## src/rtl/nibble_add_sequencer.sv

```systemverilog
// Nibble-serial adder controller: two requesters share one external 4-bit adder slice,
// round-robin arbitrated, LS nibble first with the carry recirculated through a register.
module nibble_add_sequencer #(
    parameter int unsigned WIDTH = 16
) (
    input  logic             clk,
    input  logic             rst,
    input  logic             req0_valid,
    output logic             req0_ready,
    input  logic [WIDTH-1:0] req0_a,
    input  logic [WIDTH-1:0] req0_b,
    input  logic             req0_cin,
    input  logic             req1_valid,
    output logic             req1_ready,
    input  logic [WIDTH-1:0] req1_a,
    input  logic [WIDTH-1:0] req1_b,
    input  logic             req1_cin,
    output logic             res_valid,
    input  logic             res_ready,
    output logic [WIDTH-1:0] res_sum,
    output logic             res_cout,
    output logic             res_id,
    output logic [3:0]       slice_a,
    output logic [3:0]       slice_b,
    output logic             slice_cin,
    input  logic [3:0]       slice_sum,
    input  logic             slice_cout,
    output logic             busy
);

    localparam int unsigned NIB = WIDTH / 4;
    localparam int unsigned CW  = (NIB > 1) ? $clog2(NIB) : 1;
    localparam logic [CW-1:0] LAST_NIB = CW'(NIB - 1);

    typedef enum logic [1:0] {
        S_IDLE,
        S_RUN,
        S_DONE
    } state_t;

    state_t r_state;
    state_t w_next;

    logic [WIDTH-1:0] r_a;
    logic [WIDTH-1:0] r_b;
    logic [WIDTH-1:0] r_sum;
    logic             r_cin;
    logic             r_carry;
    logic             r_cout;
    logic             r_id;
    logic             r_last;
    logic [CW-1:0]    r_nib;

    logic             w_gnt0;
    logic             w_gnt1;
    logic             w_acc0;
    logic             w_acc1;
    logic             w_accept;
    logic             w_last_nib;
    logic [CW+1:0]    w_idx;

    // Round-robin: on contention the requester not served last time wins.
    assign w_gnt0     = req0_valid && (!req1_valid || r_last);
    assign w_gnt1     = req1_valid && (!req0_valid || !r_last);
    assign w_acc0     = req0_valid && req0_ready;
    assign w_acc1     = req1_valid && req1_ready;
    assign w_accept   = w_acc0 || w_acc1;
    assign w_last_nib = (r_nib == LAST_NIB);
    assign w_idx      = {r_nib, 2'b00};

    always_ff @(posedge clk) begin
        if (rst) begin
            r_state <= S_IDLE;
        end else begin
            r_state <= w_next;
        end
    end

    always_comb begin
        w_next = r_state;
        case (r_state)
            S_IDLE: if (w_accept) w_next = S_RUN;
            S_RUN:  if (w_last_nib) w_next = S_DONE;
            S_DONE: if (res_ready) w_next = S_IDLE;
            default: w_next = S_IDLE;
        endcase
    end

    always_comb begin
        req0_ready = 1'b0;
        req1_ready = 1'b0;
        res_valid  = 1'b0;
        busy       = 1'b0;
        slice_a    = '0;
        slice_b    = '0;
        slice_cin  = 1'b0;
        case (r_state)
            S_IDLE: begin
                req0_ready = w_gnt0 && !rst;
                req1_ready = w_gnt1 && !rst;
            end
            S_RUN: begin
                busy      = 1'b1;
                slice_a   = r_a[w_idx +: 4];
                slice_b   = r_b[w_idx +: 4];
                slice_cin = (r_nib == '0) ? r_cin : r_carry;
            end
            S_DONE: begin
                busy      = 1'b1;
                res_valid = 1'b1;
            end
            default: ;
        endcase
    end

    // Result registers are only rewritten nibble by nibble in RUN, so they hold through DONE/IDLE.
    always_ff @(posedge clk) begin
        if (rst) begin
            r_a     <= '0;
            r_b     <= '0;
            r_sum   <= '0;
            r_cin   <= 1'b0;
            r_carry <= 1'b0;
            r_cout  <= 1'b0;
            r_id    <= 1'b0;
            r_last  <= 1'b1;
            r_nib   <= '0;
        end else begin
            if (w_accept) begin
                r_a    <= w_acc1 ? req1_a   : req0_a;
                r_b    <= w_acc1 ? req1_b   : req0_b;
                r_cin  <= w_acc1 ? req1_cin : req0_cin;
                r_id   <= w_acc1;
                r_last <= w_acc1;
                r_nib  <= '0;
            end
            if (r_state == S_RUN) begin
                r_sum[w_idx +: 4] <= slice_sum;
                r_carry           <= slice_cout;
                r_nib             <= r_nib + 1'b1;
                if (w_last_nib) begin
                    r_cout <= slice_cout;
                end
            end
        end
    end

    assign res_sum  = r_sum;
    assign res_cout = r_cout;
    assign res_id   = r_id;

endmodule

```

## config.mk

```make
export PLATFORM = sky130hd
export DESIGN_NAME = nibble_add_sequencer
export DESIGN_NICKNAME = d
export VERILOG_FILES = /design/src/rtl/nibble_add_sequencer.sv
export SDC_FILE = /design/constraint.sdc
export NUM_CORES = 1
export LEC_CHECK = 0
export CORE_UTILIZATION = 46
export DETAILED_ROUTE_END_ITERATION = 8
export PLACE_DENSITY = 0.89
export SYNTH_ARGS = -nofsm -noshare
export SYNTH_HDL_FRONTEND = slang
export SYNTH_SLANG_ARGS = --single-unit
```

## constraint.sdc

```tcl
create_clock -name clk -period 2.3 [get_ports clk]
set_input_delay 0.23 -clock clk [delete_from_list [all_inputs] [get_ports clk]]
set_output_delay 0.23 -clock clk [all_outputs]
set_load 0.1 [all_outputs]
```

==> metrics.yaml, run 1 <==
status: "finished with violations"
violated_checks: "DRC"
post_drt_wl_per_cell_um: 18.7
post-layout-total-power_mw: 3.33
final_net_count: 512
p_per_area_nw_per_um2: 741
cp_max_fo: 9
most-common-layout-cells: "sky130_fd_sc_hd__clkdlybuf4s50_1, sky130_fd_sc_hd__dfxtp_1, sky130_fd_sc_hd__a21oi_1"
hpwl_um: 6320
routed-via-count: 3287
cts.repair.resized: 0
slowest_stage: "sky130_fd_sc_hd__mux4_2"
slew_headroom_pct: 58.9
yosysTopAreaCell: "sky130_fd_sc_hd__dfxtp_1"
critPathRequiredTime_ns: 2.07
postSynth.topFlopCell: "sky130_fd_sc_hd__dfxtp_1"
arrival_ns: 1.99
n_antenna_cell: 0
worst_path_dominant_cell_family: "multiplexers"
grt_pass1_wl_um: 14900
p_leak_nw: 1.56
drt_first_iter_violations: 292
synth.top_cells.by_area: "sky130_fd_sc_hd__dfxtp_1, sky130_fd_sc_hd__a2111oi_0, sky130_fd_sc_hd__nor4b_1, sky130_fd_sc_hd__nor4_1, sky130_fd_sc_hd__a21oi_1"
clockBufferDepth: 2
yosysWarningCount: 0
number_of_instances_in_the_synthesized_netlist: 338
maxClockFrequency_mhz: 451
ffs_latches_synth: 57
tritoncts.num_buffers: 9
placedInstanceArea_sq_um: 4280
row_count: 29
worstMarginPinSlew_ns: 0.601
post_route_setup_tns_ns: 0
max_clock_skew_ns: 0.00367
post-route-worst-setup-slack_ns: 0.0846
setup-violations-final: 0
die_area_sq_um: 7150
worstHoldPathType: "in2reg"
antenna_found_initial: 0
crit_type: "reg2out"
timing.hold.worst_path_depth: 3
hold_violations: 0
tritoncts_num_sinks: 57
global_route.overflow_total: 0
worstPathCellList: "buf_4, mux4_2, and2_1, buf_12"
final.period_utilization_pct: 96.3
ioPinCount: 107
cts_max_level: 3
flow.area_growth_from_synthesis_pct: 43.1
worst-path-stages: 4
post_synthesis_mean_instance_area_sq_um: 9.28
final.min_clock_period_ns: 2.22
clock-root-buffer: "sky130_fd_sc_hd__clkbuf_8"
cts.clk_slew.worst_paths_ns: 0.06
finalCoreUtilization_pct: 69.5
rr_worst_depth: 6
slew_viol_final: 0
post_cts.repair.setup_buffers: 0
die_h_um: 84.6
mostFrequentLayoutCell: "sky130_fd_sc_hd__clkdlybuf4s50_1"
critical-path-max-stage-delay_ns: 0.52
vias_per_cell: 6.46
drive_gt1_share_pct: 17.6
first_global_vias: 3084
route.final.wire_length_um: 9510
insertion_delay_ns: 0.34
worst_setup_path_end_kind: "primary output"
antenna_violating_nets_post_route: 0
critical_path.n_buffers_inverters: 2
number_of_enable_type_register_cells_in_the_synthesized_netlist: 0
startpoint_type: "flop"
postSynth.asyncResetShare_pct: 0
die-width_um: 84.6
place.detailed.instances: 493
route.detailed.drc: 8
initial_utilization_pct: 48.5
syn-num-nets: 423
synthDominantCellAreaShare_pct: 36.4
finalWeightedCongestion: 0.813
final_cells: 509
port-buffer-count: 106
largest_net_degree_at_the_start_of_global_routing: 67
hold_buffers: 0
fin_hold_ws_ns: 0.265
cts_tree: "yes"
yosys.cell_types.count: 33
reported_max_cap_violation_count: 0
pre_cts_slack_ns: 0.300
grt_setup_unrepaired: "false"
core_sq_um: 6460
gr-usage-all-layers_pct: 26.4
synth_sequential_area_ratio_pct: 36.4
vdd_drop_max_mv: 0.529
drt-pass1-iter-count: 7
cell_area_after_synthesis_sq_um: 3140
design_area_sq_um: 4490
==> path summary, 6_finish.rpt <==
path | from | endpoint | slack, ns
max | r_nib[0] | slice_b[3] | 0.08
min | req1_valid | res_id | 0.26
max reg2reg | r_state[0] | r_a[11] | 0.34
min reg2reg | res_id | res_id | 0.48
==> synthesized netlist by cell type, drive strengths merged (2+ instances only) <==
cell and count:
mux2i 2, a2111oi 33, a32oi 16, clkbuf 19, mux4 8, nor4b 33
dfxtp 57, nor2b 4, inv 6, and4bb 2, ha 9, and2 9
nor2 19, and4b 2, a211o 3, nor4 33, buf 23, a21oi 37
nand2 10, nand2b 2
==> metal layers <==
| metal | GRT usage (%) | vias to the layer above | part of all wire [%] |
|---|---|---|---|
| met3 | 5.70 | 31 | 6.9 |
| met1 | 33.6 | 1569 | 42 |
| met4 | 15.6 | 0 | 3.7 |
| met2 | 41.3 | 149 | 48 |
| li1 | - | 1538 | - |
| met5 | 0 | - | 0 |
==> cells by family after synthesis <==
family | share of synthesized area [%]
compound gates | 21.3
fa+ha+maj | 3.59
buf+inv | 6.74
flops | 36.4
mux | 6.38
simple gates | 25.5
==> where the power goes <==
group	total [mW]	switching, mW	leakage [nW]	internal (mW)
clock	0.974	0.386	0.107	0.588
sequential	1.17	0.0697	0.467	1.10
combinational	1.18	0.720	0.986	0.461
==> area by class of cell <==
type	count	area, sq um
fillers	474	1970
multi-input cells	233	1790
flip-flops and latches	57	1140
clock buffers	14	173
repair buffers	120	1230
well taps	77	96.3
clock inverters	2	35.0
inverters	6	22.5
==> worst min-delay path: stages <==
cell and delay [ns]:
sky130_fd_sc_hd__buf_2 0.14, sky130_fd_sc_hd__nand3b_1 0.11, sky130_fd_sc_hd__o32ai_1 0.07
==> sequential cells by signal, indices dropped and copies added (netlist names) <==
name and count:
r_cin 1, res_id 1, r_b 16, r_state 2
r_carry 1, res_cout 1, r_nib 2, r_last 1
res_sum 16, r_a 16
Note: power is estimated with default switching activity, not from simulation.
==> inputs of run 2 (changes only) <==
==> constraint.sdc (replaced) <==
create_clock -name clk -period 2.4 [get_ports clk]
set_input_delay 0.24 -clock clk [delete_from_list [all_inputs] [get_ports clk]]
set_output_delay 0.24 -clock clk [all_outputs]
set_load 0.1 [all_outputs]
==> run 2 against run 1 <==
  * The run still ends with DRC left
  * Cell count down 0.20%
  * Critical path depth unchanged
  * Core utilization down 0.50 points
  * Hold slack worse by 0.0082 ns
  * First-iteration DRC count up 14%
  * Via count up 1.7%
  * Sequential power down 4%
  * Largest cell class unchanged
  * Highest routed layer unchanged
  * Worst setup slack better by 0.092 ns
  * Clock skew up 0.0032 ns
  * Combinational power down 4%
  * Critical endpoint is now slice_b[1]
  * Die area unchanged
==> metrics.yaml, run 2 (synthesis gave the netlist of run 1 again) <==
timing.hold.worst_path_depth: 3  # unchanged
startpoint_type: "flop"
final.period_utilization_pct: 92.6
setup-violations-final: 0  # unchanged
violated_checks: "DRC"
worst-path-stages: 4  # unchanged
cts.repair.resized: 0  # unchanged
final_cells: 508  # -0.20%
tritoncts.num_buffers: 9  # unchanged
die-width_um: 84.6  # unchanged
critical-path-max-stage-delay_ns: 0.51  # about the same
fin_hold_ws_ns: 0.257  # -0.00820 ns
final.min_clock_period_ns: 2.22
placedInstanceArea_sq_um: 4260  # -0.47%
antenna_found_initial: 0  # unchanged
max_clock_skew_ns: 0.00686  # +0.00319 ns
design_area_sq_um: 4450  # -0.73%
row_count: 29  # unchanged
mostFrequentLayoutCell: "sky130_fd_sc_hd__clkdlybuf4s50_1"
most-common-layout-cells: "sky130_fd_sc_hd__clkdlybuf4s50_1, sky130_fd_sc_hd__dfxtp_1, sky130_fd_sc_hd__a21oi_1"
clock-root-buffer: "sky130_fd_sc_hd__clkbuf_8"
n_antenna_cell: 0  # unchanged
reported_max_cap_violation_count: 0  # unchanged
vdd_drop_max_mv: 0.342  # -35%
p_per_area_nw_per_um2: 708  # -4.5%
port-buffer-count: 106  # unchanged
switching_share_of_power_pct: 36.7  # +1.4 points
initial_utilization_pct: 48.5  # unchanged
crit_type: "reg2out"
finalWeightedCongestion: 0.861  # +5.9%
p_int_mw: 2.00  # -7.2%
vias_per_cell: 6.58  # +1.9%
drt_first_iter_violations: 332  # +14%
cts_max_level: 3  # unchanged
post_route_setup_tns_ns: 0  # unchanged
hold_buffers: 0  # unchanged
first_global_vias: 3103  # +0.62%
largest_net_degree_at_the_start_of_global_routing: 67  # unchanged
clockBufferDepth: 2  # unchanged
slew_headroom_pct: 17.5  # -41 points
cts_tree: "yes"
slew_viol_final: 0  # unchanged
worstMarginPinSlew_ns: 1.24  # +0.634 ns
die_h_um: 84.6  # unchanged
drt-pass1-iter-count: 9  # +2
arrival_ns: 1.98  # about the same
worst_setup_path_end_kind: "primary output"
gr-usage-all-layers_pct: 27.2  # +0.76 points
antenna_violating_nets_post_route: 0  # unchanged
critPathRequiredTime_ns: 2.16  # +0.09 ns
post_drt_wl_per_cell_um: 19.2  # +2.9%
ioPinCount: 107  # unchanged
maxClockFrequency_mhz: 450
insertion_delay_ns: 0.34  # about the same
core_sq_um: 6460  # unchanged
worstPathCellList: "buf_4, mux4_2, and2_1, buf_12"
netSwitchingPower_mw: 1.16  # -1.6%
route.final.wire_length_um: 9770  # +2.7%
worst_path_dominant_cell_family: "multiplexers"
status: "finished with violations"
drive_gt1_share_pct: 17.9  # +0.27 points
slowest_stage: "sky130_fd_sc_hd__mux4_2"
post-layout-total-power_mw: 3.15  # -5.2%
critical_path.n_buffers_inverters: 2  # unchanged
cp_max_fo: 9  # unchanged
hpwl_um: 6380  # +0.89%
p_leak_nw: 1.55  # -0.91%
rr_worst_depth: 5  # -1
worstHoldPathType: "in2reg"
post_cts.repair.setup_buffers: 0  # unchanged
place.detailed.instances: 492  # -0.20%
route.detailed.drc: 8  # unchanged
tritoncts_num_sinks: 57  # unchanged
routed-via-count: 3344  # +1.7%
flow.area_growth_from_synthesis_pct: 42.1
cts.clk_slew.worst_paths_ns: 0.07  # about the same
grt_setup_unrepaired: "false"
combinationalPowerShare_pct: 35.8  # +0.3 points
final_net_count: 511  # -0.20%
clkPwrFrac_pct: 28.5  # -0.8 points
hold_violations: 0  # unchanged
grt_pass1_wl_um: 15400  # +2.8%
global_route.overflow_total: 0  # unchanged
sequentialPowerShare_pct: 35.7  # +0.5 points
die_area_sq_um: 7150  # unchanged
## run 2: routing by layer
metal	global-route usage [%]	wire length [um]
met1	34.0	4030
met2	43.7	4610
met3	7.37	784
met4	12.9	340
met5	0	0
## run 2: area by class of cell
class,instances,area [sq um]
multi-input cells,233,1790
clock buffers,10,138
flip-flops and latches,57,1140
inverters,6,22.5
well taps,77,96.3
repair buffers,119,1210
clock inverters,6,57.6
fillers,463,2000
## run 2: tightest hold or removal path, stage by stage
cell and delay, ns:
sky130_fd_sc_hd__buf_2 0.14, sky130_fd_sc_hd__nand3b_1 0.11, sky130_fd_sc_hd__o32ai_1 0.07
## run 2: path summary, 6_finish.rpt
| path | startpoint | end | slack (ns) |
|---|---|---|---|
| max | r_nib[0] | slice_b[1] | 0.18 |
| min | req1_valid | res_id | 0.26 |
| max reg2reg | r_nib[0] | res_sum[11] | 0.59 |
| min reg2reg | res_cout | res_cout | 0.47 |
## run 2: metrics by stage
stage,util (%),worst slack [ns]
floorplan,-,0.109
global placement,65.9,0.203
detailed placement,65.9,0.0673
CTS,69.0,0.184
global route,69.0,0.0801
finish,69.0,0.177
## run 2: power groups by stage
stage	clock, mW	sequential, mW	combinational [mW]
floorplan	0	1.20	0.698
global placement	0	1.13	1.09
detailed placement	0	1.14	1.11
CTS	0.894	1.12	1.12
global route	0.939	1.13	1.20
finish	0.898	1.12	1.13
==> inputs of run 3 (changes only) <==
--- a/config.mk
+++ b/config.mk
@@ -7,7 +7,10 @@
 export LEC_CHECK = 0
 export CORE_UTILIZATION = 46
 export DETAILED_ROUTE_END_ITERATION = 8
+export GPL_TIMING_DRIVEN = 0
 export PLACE_DENSITY = 0.89
+export RECOVER_POWER = 100
+export SETUP_SLACK_MARGIN = 0.1
 export SYNTH_ARGS = -nofsm -noshare
 export SYNTH_HDL_FRONTEND = slang
 export SYNTH_SLANG_ARGS = --single-unit
==> run 3 against run 2 <==
  * The flow still finishes with violations (DRC)
  * Die area unchanged
  * Clock power about the same
  * Cell count increased by 5.5%
  * Sequential power about the same
  * Core utilization decreased by 0.23 points
  * Sequential share of layout area increased by 0.12 points
  * First-iteration DRC count increased by 16%
  * Design area decreased by 0.34%
  * Largest cell class unchanged
  * Highest routed layer unchanged
==> metrics.yaml, run 3 (synthesis gave the netlist of run 1 again) <==
drive_gt1_share_pct: 12.2  # -5.7 points
placedInstanceArea_sq_um: 4300  # +0.85%
ioPinCount: 107  # unchanged
p_per_area_nw_per_um2: 707  # about the same
worst_setup_path_end_kind: "primary output"
reported_max_cap_violation_count: 0  # unchanged
maxClockFrequency_mhz: 431  # -4.3%
critical-path-max-stage-delay_ns: 0.54  # +0.03 ns
clock-root-buffer: "sky130_fd_sc_hd__clkbuf_8"
core_sq_um: 6460  # unchanged
die_h_um: 84.6  # unchanged
final.period_utilization_pct: 96.8  # +4.1 points
worstHoldPathType: "reg2reg"
critical_path.n_buffers_inverters: 3  # +1
cts_max_level: 3  # unchanged
route.final.wire_length_um: 10500  # +7.5%
insertion_delay_ns: 0.35  # about the same
fin_hold_ws_ns: 0.472  # +0.216 ns
p_leak_nw: 1.57  # +1.6%
clockBufferDepth: 2  # unchanged
fillCellCount: 486  # +5.0%
route.detailed.drc: 8  # unchanged
place.detailed.instances: 521  # +5.9%
antenna_found_initial: 0  # unchanged
tritoncts_num_sinks: 57  # unchanged
post_route_setup_tns_ns: 0  # unchanged
hold_violations: 0  # unchanged
final_cells: 536  # +5.5%
slowest_stage: "sky130_fd_sc_hd__clkdlybuf4s18_2"
antenna_violating_nets_post_route: 0  # unchanged
setup-violations-final: 0  # unchanged
drt-pass1-iter-count: 8  # -1
design_area_sq_um: 4440  # -0.34%
row_count: 29  # unchanged
max_clock_skew_ns: 0.00885  # +0.00199 ns
flow.area_growth_from_synthesis_pct: 41.6
crit_type: "reg2out"
vias_per_cell: 6.54  # -0.69%
slew_viol_final: 0  # unchanged
critPathRequiredTime_ns: 2.16  # about the same
mostFrequentLayoutCell: "sky130_fd_sc_hd__clkdlybuf4s50_1"
routed-via-count: 3504  # +4.8%
die_area_sq_um: 7150  # unchanged
final_net_count: 540  # +5.7%
worstPathCellList: "inv_1, ha_1, clkbuf_2, and2_1, clkdlybuf4s18_2"
worstMarginPinSlew_ns: 1.17  # -0.0676 ns
violated_checks: "DRC"
cts_tree: "yes"
status: "finished with violations"
global_route.overflow_total: 0  # unchanged
finalWeightedCongestion: 0.907  # +5.3%
worst_path_dominant_cell_family: "buffers and inverters"
n_antenna_cell: 0  # unchanged
arrival_ns: 2.08  # +0.10 ns
gr-usage-all-layers_pct: 29.5  # +2.3 points
post_drt_wl_per_cell_um: 19.6  # +1.9%
largest_net_degree_at_the_start_of_global_routing: 11  # -84%
cp_max_fo: 10  # +1
post-layout-total-power_mw: 3.14  # -0.39%
die-width_um: 84.6  # unchanged
cts.clk_slew.worst_paths_ns: 0.06  # about the same
first_global_vias: 3346  # +7.8%
startpoint_type: "flop"
port-buffer-count: 106  # unchanged
hpwl_um: 7350  # +15%
slew_headroom_pct: 22.5  # +4.9 points
drt_first_iter_violations: 385  # +16%
initial_utilization_pct: 48.5  # unchanged
grt_pass1_wl_um: 16700  # +8.4%
vdd_drop_max_mv: 0.334  # -2.6%
most-common-layout-cells: "sky130_fd_sc_hd__clkdlybuf4s50_1, sky130_fd_sc_hd__dfxtp_1, sky130_fd_sc_hd__a21oi_1"
final.min_clock_period_ns: 2.32  # +0.0988 ns
grt_setup_unrepaired: "true"
tritoncts.num_buffers: 9  # unchanged
-- run 3: cell count changes in the layout (fill, tap and decap cells not counted), moves of 4 or more --
| cell | before | now |
|---|---|---|
| sky130_fd_sc_hd__buf_12 | 11 | 0 |
| sky130_fd_sc_hd__buf_2 | 2 | 17 |
| sky130_fd_sc_hd__buf_4 | 33 | 0 |
| sky130_fd_sc_hd__clkbuf_1 | 0 | 25 |
| sky130_fd_sc_hd__clkbuf_2 | 0 | 7 |
| sky130_fd_sc_hd__clkbuf_4 | 0 | 4 |
| sky130_fd_sc_hd__dlygate4sd3_1 | 0 | 20 |
-- run 3: through the flow --
stage               worst slack, ns  utilization [%]
global route                0.00195             68.7
detailed placement           -0.624             66.5
floorplan                     0.109                -
global placement             -0.591             66.5
finish                       0.0778             68.7
CTS                           0.103             69.1
-- run 3: per-layer routing --
| metal | global-route usage, % | part of all wire [%] | up-vias |
|---|---|---|---|
| met5 | 0 | 0 | - |
| met4 | 18.0 | 3.8 | 0 |
| met3 | 4.92 | 9.5 | 34 |
| met2 | 44.5 | 46 | 253 |
| met1 | 39.5 | 41 | 1630 |
| li1 | - | - | 1587 |
-- run 3: worst min-delay path: stages, from the launching register on --
cell	delay, ns
sky130_fd_sc_hd__dfxtp_1	0.31
sky130_fd_sc_hd__nand2_1	0.06
sky130_fd_sc_hd__a21oi_1	0.06
-- run 3: final timing paths --
kind | from | end | slack [ns] | depth (start not counted)
max | r_state[1] | slice_a[3] | 0.08 | 5
min | res_cout | res_cout | 0.47 | 2
max reg2reg | r_state[0] | r_a[11] | 0.20 | 7
min reg2reg | res_cout | res_cout | 0.47 | 2
-- run 3: timing repair --
item,CTS,global route
endpoints found under the setup margin,13,11
resized for setup,55,12
setup buffers,0,0
hold buffers,0,0
-- run 3: layout make-up --
type                            instances  area, sq um  area share (%)
Sequential cell                        57         1140            25.7
Clock buffer                           12          155            3.49
Tap cell                               77         96.3            2.17
Inverter                                6         22.5           0.507
Timing Repair Buffer                  106         1010            22.8
Clock inverter                          3         40.0           0.902
Multi-Input combinational cell        233         1780            40.1
Buffer                                 42          191            4.31
-- run 3: where the power goes --
group | leakage [nW] | total (mW) | switching, mW | internal (mW)
sequential | 0.468 | 1.13 | 0.0729 | 1.06
combinational | 1.00 | 1.11 | 0.715 | 0.399
clock | 0.102 | 0.898 | 0.372 | 0.527
total | 1.57 | 3.14 | 1.16 | 1.98
